<file path="src/rtl/ddram_rom_loader.sv">
// Shares the DDRAM port between the ROM download (bytes packed into 64-bit
// words with byte enables) and single-word ROM reads from the core.
`timescale 1ns/1ps
module ddram_rom_loader #(
  parameter logic [28:0] BASE_ADDR = 29'h0060_0000,
  parameter int          DL_AW     = 25,
  parameter int          RD_AW     = 22
) (
  input  logic             clk_sys,
  input  logic             reset,
  input  logic             dl_active,
  input  logic             dl_wr,
  input  logic [DL_AW-1:0] dl_addr,
  input  logic [7:0]       dl_data,
  output logic             dl_wait,
  output logic             dl_done,
  input  logic             rd_req,
  input  logic [RD_AW-1:0] rd_addr,
  output logic [63:0]      rd_data,
  output logic             rd_ack,
  output logic             DDRAM_CLK,
  input  logic             DDRAM_BUSY,
  output logic [7:0]       DDRAM_BURSTCNT,
  output logic [28:0]      DDRAM_ADDR,
  input  logic [63:0]      DDRAM_DOUT,
  input  logic             DDRAM_DOUT_READY,
  output logic             DDRAM_RD,
  output logic [63:0]      DDRAM_DIN,
  output logic [7:0]       DDRAM_BE,
  output logic             DDRAM_WE
);

  localparam int WW = DL_AW - 3;

  typedef enum logic [1:0] {IDLE, WR, RD, RD_WAIT} state_t;
  state_t state, state_nxt;

  logic [63:0]   wbuf;
  logic [7:0]    be_acc;
  logic [WW-1:0] cur_word;
  logic          pend_vld;
  logic [2:0]    pend_lane;
  logic [7:0]    pend_data;
  logic [WW-1:0] pend_word;
  logic          flush_req;
  logic          end_pend;
  logic          act_q;

  logic          rd_nxt, we_nxt, ack_nxt;
  logic [28:0]   addr_nxt;
  logic [63:0]   din_nxt;
  logic [7:0]    be_nxt;

  logic [2:0]    lane;
  logic [WW-1:0] word;
  logic          wr_acc, wr_go, fall, rise, end_now;

  assign DDRAM_CLK      = clk_sys;
  assign DDRAM_BURSTCNT = 8'd1;

  assign lane    = dl_addr[2:0];
  assign word    = dl_addr[DL_AW-1:3];
  assign wr_acc  = dl_wr && !dl_wait;
  assign wr_go   = (state == WR) && !DDRAM_BUSY;
  assign fall    = act_q && !dl_active;
  assign rise    = !act_q && dl_active;
  assign end_now = end_pend || fall;

  // Reads also wait one cycle past the dl_active fall so the end-of-download
  // flush is always registered ahead of them.
  always_comb begin
    state_nxt = state;
    rd_nxt    = 1'b0;
    we_nxt    = 1'b0;
    ack_nxt   = 1'b0;
    addr_nxt  = DDRAM_ADDR;
    din_nxt   = DDRAM_DIN;
    be_nxt    = DDRAM_BE;
    case (state)
      IDLE: begin
        if (flush_req) begin
          state_nxt = WR;
          we_nxt    = 1'b1;
          addr_nxt  = BASE_ADDR + 29'(cur_word);
          din_nxt   = wbuf;
          be_nxt    = be_acc;
        end else if (rd_req && !dl_active && !act_q && !rd_ack) begin
          state_nxt = RD;
          rd_nxt    = 1'b1;
          addr_nxt  = BASE_ADDR + 29'(rd_addr);
          be_nxt    = 8'hFF;
        end
      end
      WR: begin
        if (DDRAM_BUSY) we_nxt = 1'b1;
        else            state_nxt = IDLE;
      end
      RD: begin
        if (DDRAM_BUSY) rd_nxt = 1'b1;
        else            state_nxt = RD_WAIT;
      end
      RD_WAIT: begin
        if (DDRAM_DOUT_READY) begin
          ack_nxt   = 1'b1;
          state_nxt = IDLE;
        end
      end
      default: state_nxt = IDLE;
    endcase
  end

  always_ff @(posedge clk_sys) begin
    if (reset) begin
      state      <= IDLE;
      DDRAM_RD   <= 1'b0;
      DDRAM_WE   <= 1'b0;
      DDRAM_ADDR <= '0;
      DDRAM_DIN  <= '0;
      DDRAM_BE   <= '0;
      rd_ack     <= 1'b0;
      rd_data    <= '0;
    end else begin
      state      <= state_nxt;
      DDRAM_RD   <= rd_nxt;
      DDRAM_WE   <= we_nxt;
      DDRAM_ADDR <= addr_nxt;
      DDRAM_DIN  <= din_nxt;
      DDRAM_BE   <= be_nxt;
      rd_ack     <= ack_nxt;
      if (ack_nxt) rd_data <= DDRAM_DOUT;
    end
  end

  // Download packing. Strobes are only taken while dl_wait is low, so they
  // never coincide with a write being accepted.
  always_ff @(posedge clk_sys) begin
    if (reset) begin
      wbuf      <= '0;
      be_acc    <= '0;
      cur_word  <= '0;
      pend_vld  <= 1'b0;
      pend_lane <= '0;
      pend_data <= '0;
      pend_word <= '0;
      flush_req <= 1'b0;
      end_pend  <= 1'b0;
      act_q     <= 1'b0;
      dl_wait   <= 1'b0;
      dl_done   <= 1'b0;
    end else begin
      act_q <= dl_active;
      if (rise) begin
        dl_done  <= 1'b0;
        end_pend <= 1'b0;
      end
      if (wr_acc) begin
        if (be_acc == 8'd0 || word == cur_word) begin
          wbuf[{lane, 3'b000} +: 8] <= dl_data;
          be_acc[lane]              <= 1'b1;
          cur_word                  <= word;
          if (lane == 3'd7) begin
            flush_req <= 1'b1;
            dl_wait   <= 1'b1;
          end
        end else begin
          pend_vld  <= 1'b1;
          pend_lane <= lane;
          pend_data <= dl_data;
          pend_word <= word;
          flush_req <= 1'b1;
          dl_wait   <= 1'b1;
        end
      end
      if (fall) begin
        if (flush_req) begin
          end_pend <= 1'b1;
        end else if (be_acc != 8'd0) begin
          flush_req <= 1'b1;
          dl_wait   <= 1'b1;
          end_pend  <= 1'b1;
        end else begin
          dl_done <= 1'b1;
        end
      end
      if (wr_go) begin
        if (pend_vld) begin
          wbuf     <= 64'(pend_data) << {pend_lane, 3'b000};
          be_acc   <= 8'd1 << pend_lane;
          cur_word <= pend_word;
          pend_vld <= 1'b0;
          // A merged byte that completes its word, or arrives after the
          // download ended, must go straight back out.
          if (pend_lane != 3'd7 && !end_now) begin
            flush_req <= 1'b0;
            dl_wait   <= 1'b0;
          end
        end else begin
          wbuf      <= '0;
          be_acc    <= '0;
          flush_req <= 1'b0;
          dl_wait   <= 1'b0;
          if (end_now) begin
            dl_done  <= 1'b1;
            end_pend <= 1'b0;
          end
        end
      end
    end
  end

endmodule

</file>
<file path="config.mk">
export PLATFORM = sky130hd
export DESIGN_NAME = ddram_rom_loader
export DESIGN_NICKNAME = d
export VERILOG_FILES = /design/src/rtl/ddram_rom_loader.sv
export SDC_FILE = /design/constraint.sdc
export NUM_CORES = 1
export LEC_CHECK = 0
export CAP_MARGIN = 30
export CORE_MARGIN = 2
export CORE_UTILIZATION = 30
export DETAILED_ROUTE_END_ITERATION = 6
export GPL_TIMING_DRIVEN = 0
export MAX_ROUTING_LAYER = met4
export PLACE_DENSITY = 0.61
export SYNTH_ARGS = -nofsm -noshare
export SYNTH_HDL_FRONTEND = slang
export SYNTH_SLANG_ARGS = --single-unit
</file>
<file path="constraint.sdc">
create_clock -name clk_sys -period 3 [get_ports clk_sys]
set_input_delay 0.3 -clock clk_sys [delete_from_list [all_inputs] [get_ports clk_sys]]
set_output_delay 0.3 -clock clk_sys [all_outputs]
set_load 0.02 [all_outputs]
</file>
==> impl_metrics.yaml, run 1 <==
critical_path:
  cp-startpoint: "dl_addr[1]"
  rr_startpoint: "dl_wait"
  cp_slowest_stage_delay_ns: 0.57
  crit_slowest_cell: "clkdlybuf4s50_1"
  critPathLaunchType: "input port"
  cp-end-kind: "flop"
  cp.depth: 12
  path_class: "in -> reg"
  crit_top_cell: "ha_1"
  crit_arrival_ns: 3.48
  crit_end: "wbuf[38]"
  rr_worst_depth: 8
  critPathRequiredTime_ns: 3.60
  crit_chain: "clkdlybuf4s50_1 > clkbuf_4 > inv_1 > ha_1 > ha_1 > buf_2 > or3b_1 > or3_1 > nor3_4 > a22oi_1 > nor2_1 > mux2_2"
  r2r-end: "wbuf[11]"
  cp_max_fo: 10
  cp_num_buf_inv: 4
  r2r_slack_ns: 0.39
  critPathTopFamily: "simple AND/OR/NAND/NOR gates"
floorplan:
  die_height_um: 210
  die-area_sq_um: 44200
  std_cell_rows: 75
  ios: 305
  initial_core_util_pct: 30.4
  core_area_sq_um: 41900
  dieWidth_um: 210
logic_synthesis:
  ys_ff_latch: 297
  yosysSeqAreaShare_pct: 46.6
  synth_compound_area_share_pct: 20.9
  muxShareOfSynthArea_pct: 5.88
  synth_top_family_by_area: "compound AO/OA/AOI/OAI gates"
  synth_flop_cell: "dfxtp_1"
  syn_inst: 1490
  yosysWarnings: 0
  synth_edf_count: 0
  synth_simple_gate_area_share_pct: 19.0
  syn_area_sq_um: 12800
  synthXorXnorAreaFrac_pct: 1.51
  syn_area_per_cell_sq_um: 8.57
  synth.distinct_cells: 63
  synthAdderAreaFrac_pct: 0.490
  postSynth.asyncResetShare_pct: 0
timing:
  setup_tns_ns: 0
  setup_violations: 0
  worst_slew_pin_slew_ns: 0.906
  fmax_mhz: 347
  fin_hold_ws_ns: 0.164
  hold_violations: 0
  slew_headroom_pct: 39.1
  min_period_ns: 2.88
  finalCritPeriodShare_pct: 96.0
  rsz0062_at_grt: "no"
  finalClockSkew_ns: 0.0123
  fin_ws_ns: 0.119
  drv_slew: 0
worst_hold_path:
  hold_path_class: "in -> reg"
cells_and_area:
  drive_gt1_share_pct: 9.19
  flow.area_growth_from_synthesis_pct: 37.7
  design_area_sq_um: 17600
  fillCellCount: 4160
  nNetsFinal: 1955
  post-route-util_pct: 41.9
clock_network:
  cts-hold-fix-buffers: 0
  clock_latency_ns: 0.65
  clk_transition_reported_paths_ns: 0.06
  post-cts-setup-buffers: 0
  cts_tree: "yes"
global_routing:
  overflow: 0
  grt_pass1_wl_um: 67100
  grt_max_degree: 13
  grt_usage_pct: 20.3
  grt_pass1_vias: 11695
  grt_antenna_before_repair: 4
detailed_routing:
  drc: 0
  drtIter0Drc: 914
  vias: 12208
  drt-pass1-iter-count: 5
  avgRoutedWirePerCell_um: 18.7
  viasPerCell: 5.10
  routed_wl_um: 44700
  ant_nets: 0
power_and_ir_drop:
  combPwrFrac_pct: 19.0
  power_switching_mw: 3.26
  internal_power_mw: 7.91
  swShare_pct: 29.2
  seqPwrFrac_pct: 39.8
  p_leak_nw: 5.95
  p_clk_share_pct: 41.1
  powerDensity_nw_per_um2: 635
  vdd_drop_max_v: 0.000399
placement:
  gp_congestion: 0.929
  dp_hpwl_um: 32600
  dpl_worst_slack_ns: -0.873
  place_area_sq_um: 16300
  port-buffer-count: 282
job:
  max_cap_violations: 0
outcome:
  status: "completed"
==> routing by layer <==
layer	routed length [um]	track usage, %	share of wire (%)
met4	920	6.90	2.1
met2	21100	32.0	47
met1	19200	25.1	43
met3	3490	5.59	7.8
met5	0	-	0
==> timing repair <==
item / in CTS / in global routing
gates resized for setup: 2 / 5
pin swaps: 0 / 1
setup endpoints to repair: 36 / 35
==> power groups by stage <==
stage	registers, mW	logic (mW)	clock network [mW]
after floorplan	4.60	1.17	0.0389
after global placement	4.52	2.08	0.0632
after detailed placement	4.53	2.10	0.0632
after CTS	4.44	2.12	4.69
after global routing	4.48	2.29	4.86
final	4.45	2.12	4.59
==> flip-flops by register name (all words and copies together) (netlist names), 2 cells and up <==
name	cells
pend_word	22
rd_data	64
DDRAM_ADDR	23
DDRAM_BE	8
state	2
wbuf	64
pend_lane	3
cur_word	22
pend_data	8
be_acc	8
DDRAM_DIN	64
==> Yosys cell counts, drive strengths merged, types with 23 or more instances <==
cell type | number | area [sq um]
clkbuf | 100 | 375
o21ai | 36 | 195
nand3 | 30 | 155
a211oi | 32 | 240
buf | 42 | 278
a21oi | 190 | 988
mux2i | 57 | 571
dfxtp | 297 | 5950
a22oi | 48 | 360
nand2 | 284 | 1070
nor2 | 121 | 454
nor2b | 37 | 231
a311oi | 23 | 201
==> cell type report <==
class / count / area (sq um) / area share, %
Tap cell: 539 / 674 / 3.84
Buffer: 142 / 659 / 3.75
Sequential cell: 297 / 5950 / 33.8
Antenna cell: 4 / 10.0 / 0.0569
Inverter: 15 / 56.3 / 0.320
Clock buffer: 59 / 1150 / 6.53
Multi-Input combinational cell: 1047 / 6170 / 35.1
Clock inverter: 9 / 101 / 0.577
Timing Repair Buffer: 281 / 2820 / 16.0
==> per-stage QoR <==
stage          power, mW  instances
2_1_floorplan       5.80       1501
3_3_place_gp        6.66       2322
3_5_place_dp        6.69       2322
4_1_cts             11.3       2389
5_1_grt             11.6       2393
6_report            11.2       2393
==> cell usage in the layout (no fill, tap or decap), types with 4 or more instances in the layout <==
cell type          n
a31oi_1            5
o31ai_1           20
nor2b_1           37
buf_2              8
xnor2_1            6
a221oi_1           8
a311oi_1          23
diode_2            4
clkbuf_1         110
nand2b_1           7
inv_1             15
nand2_1          284
clkbuf_8           7
nor2_1           121
a211oi_1          32
buf_4             23
nor3_2             4
a22oi_1           48
o21ai_0           34
a31o_2             9
conb_1            13
nand3_1           29
o221a_2           16
clkdlybuf4s50_1  281
mux2i_1           57
o221a_1            6
a21oi_2           11
dfxtp_1          297
clkinv_2           5
ha_1               5
xor2_1            16
clkbuf_16         40
nor3_1            15
mux2_2            16
buf_1              7
nor4_4             7
a21oi_1          179
==> worst min-delay path by stage <==
| stage | start | to | slack (ns) | depth (start not counted) |
|---|---|---|---|---|
| after floorplan | clk_sys | DDRAM_CLK | 0.41 | 1 |
| after global placement | rd_data[56] | rd_data[56] | 0.44 | 2 |
| after detailed placement | wbuf[38] | DDRAM_DIN[38] | 0.44 | 2 |
| after CTS | dl_data[7] | wbuf[23] | 0.12 | 3 |
| after global routing | dl_data[0] | wbuf[16] | 0.18 | 3 |
| final | dl_data[7] | wbuf[23] | 0.16 | 3 |
==> logic make-up after synthesis <==
logic type / after synthesis
simple gates: 529
other cells: 2
flops: 297
buf+inv: 157
compound gates: 405
xor+xnor: 22
mux: 73
fa+ha+maj: 5
==> worst reg2reg max path, cell delays in order (launching register included) <==
cell      delay [ns]
dfxtp_1         0.39
nor2b_1         0.14
clkbuf_1        0.45
nand2_1         0.32
nor4_1          0.32
a21oi_2         0.18
clkbuf_1        0.23
a221oi_1        0.35
nor3_1          0.09
(Power assumes the default switching activity.)
==> inputs of run 2 (changes only) <==
--- a/config.mk
+++ b/config.mk
@@ -12,6 +12,7 @@
 export GPL_TIMING_DRIVEN = 0
 export MAX_ROUTING_LAYER = met4
 export PLACE_DENSITY = 0.61
+export SETUP_SLACK_MARGIN = 0.15
 export SYNTH_ARGS = -nofsm -noshare
 export SYNTH_HDL_FRONTEND = slang
 export SYNTH_SLANG_ARGS = --single-unit
==> run 2 against run 1 <==
Against the previous run: die area did not move; first-iteration DRC count rose by 9.7%; global-route usage did not move; critical path depth rose by 1; register-to-register slack improved by 0.02 ns; largest cell class unchanged.
==> impl_metrics.yaml, run 2 (same netlist as run 1, synthesis figures left out) <==
cells_and_area:
  reg_top3: "DDRAM_DIN x64, rd_data x64, wbuf x64"
  nNetsFinal: 1956
  multiInputGateArea_sq_um: 6180
  flow.area_growth_from_synthesis_pct: 37.8
  drive_gt1_share_pct: 9.35
  mostFrequentLayoutCells: "dfxtp_1, nand2_1, clkdlybuf4s50_1"
  regArea_sq_um: 5950
  final_common_cell: "dfxtp_1"
  stdcell_count: 2394
  fillCellCount: 4157
detailed_routing:
  ant_nets: 0
  drtIter0Drc: 1003
  avgRoutedWirePerCell_um: 18.7
  drc: 0
  vias: 12234
  routed_wl_um: 44800
  viasPerCell: 5.11
  drt-pass1-iter-count: 6
clock_network:
  clk_transition_reported_paths_ns: 0.06
  clock_latency_ns: 0.66
  cts_tree: "yes"
power_and_ir_drop:
  swShare_pct: 29.2
  internal_power_mw: 7.91
  powerDensity_nw_per_um2: 635
  seqPwrFrac_pct: 39.8
  power_switching_mw: 3.26
  vdd_drop_max_v: 0.000398
  p_leak_nw: 5.96
  combPwrFrac_pct: 19.0
  finalPower_mw: 11.2
  p_clk_share_pct: 41.1
timing:
  finalClockSkew_ns: 0.0137
  hold_violations: 0
  worst_slew_pin_slew_ns: 0.896
  fin_ws_ns: 0.273
  finalCritPeriodShare_pct: 90.9
  slew_headroom_pct: 40.3
  setup_violations: 0
  fin_hold_ws_ns: 0.171
  rsz0062_at_grt: "no"
  drv_slew: 0
  setup_tns_ns: 0
  fmax_mhz: 367
  min_period_ns: 2.73
floorplan:
  dieWidth_um: 210
  core_area_sq_um: 41900
  die_height_um: 210
  ios: 305
  std_cell_rows: 75
  initial_core_util_pct: 30.4
  die-area_sq_um: 44200
global_routing:
  grt_pass1_wl_um: 67100
  grt_usage_pct: 20.3
  grt_antenna_before_repair: 4
  grt_pass1_vias: 11694
  grt_max_degree: 13
  overflow: 0
critical_path:
  rr_startpoint: "dl_wait"
  cp-end-kind: "flop"
  cp_max_fo: 10
  cp-startpoint: "dl_addr[0]"
  critPathLaunchType: "input port"
  critPathRequiredTime_ns: 3.60
  crit_arrival_ns: 3.33
  path_class: "in -> reg"
worst_hold_path:
  hold_path_class: "in -> reg"
  worstHoldStart: "dl_data[7]"
placement:
  dp_hpwl_um: 32600
  port-buffer-count: 282
  dpl_worst_slack_ns: -0.873
  dp.cells: 2322
  gp_congestion: 0.929
job:
  max_cap_violations: 0
outcome:
  status: "completed"
## run 2: changes by cell type in the layout (fill, tap and decap cells not counted), sizes merged
cell | previous run | this run
buf | 41 | 43
clkbuf | 159 | 158
clkdlybuf4s50 | 281 | 280
dlygate4sd2 | 0 | 1
## run 2: critical path: stages
cell and delay [ns]:
dlygate4sd2_1 0.40, clkbuf_4 0.30, inv_1 0.12, ha_1 0.22, ha_1 0.26, buf_2 0.20, or3b_1 0.38, or3_1 0.39
nor3_4 0.17, buf_4 0.17, a22oi_1 0.09, nor2_1 0.16, mux2_2 0.16
## run 2: metrics by stage
step	util, %	cell area, sq um
2_1_floorplan	-	12800
3_3_place_gp	38.9	16300
3_5_place_dp	38.9	16300
4_1_cts	41.9	17600
5_1_grt	41.9	17600
6_report	41.9	17600
## run 2: layout make-up
class,instances,share of cell area [%]
diodes,4,0.0569
plain buffers,142,3.75
clock buffers,59,6.53
clock inverters,9,0.576
inverters,15,0.320
multi-input cells,1047,35.1
flip-flops and latches,297,33.8
well taps,539,3.83
repair buffers,282,16.0
## run 2: power by group through the flow
stage | clock network, mW | registers, mW | logic [mW]
after floorplan | 0.0389 | 4.60 | 1.17
after global placement | 0.0632 | 4.52 | 2.08
after detailed placement | 0.0632 | 4.53 | 2.10
after CTS | 4.69 | 4.44 | 2.12
after global routing | 4.86 | 4.48 | 2.29
final | 4.59 | 4.45 | 2.13
## run 2: what timing repair did
| item | CTS | global route |
|---|---|---|
| hold buffers | 0 | 0 |
| hold endpoints to repair | 0 | 0 |
| gates resized for setup | 4 | 6 |
| setup endpoints to repair | 56 | 33 |
| gates cloned | 0 | 0 |
| pin swaps | 1 | 0 |
| setup buffers | 1 | 0 |
## run 2: path summary, 6_finish.rpt
check	endpoint	slack (ns)	cells past startpoint
setup reg to reg	wbuf[30]	0.41	7
setup / recovery	wbuf[37]	0.27	13
hold reg to reg	DDRAM_DIN[11]	0.45	2
hold / removal	wbuf[23]	0.17	3
## run 2: metal layers
| metal | global-route usage, % | vias to the layer above | part of all wire (%) |
|---|---|---|---|
| li1 | - | 5853 | - |
| met3 | 5.59 | 62 | 8.3 |
| met2 | 32.0 | 491 | 47 |
| met4 | 6.90 | 0 | 2.1 |
| met5 | - | - | 0 |
| met1 | 25.1 | 5828 | 42 |
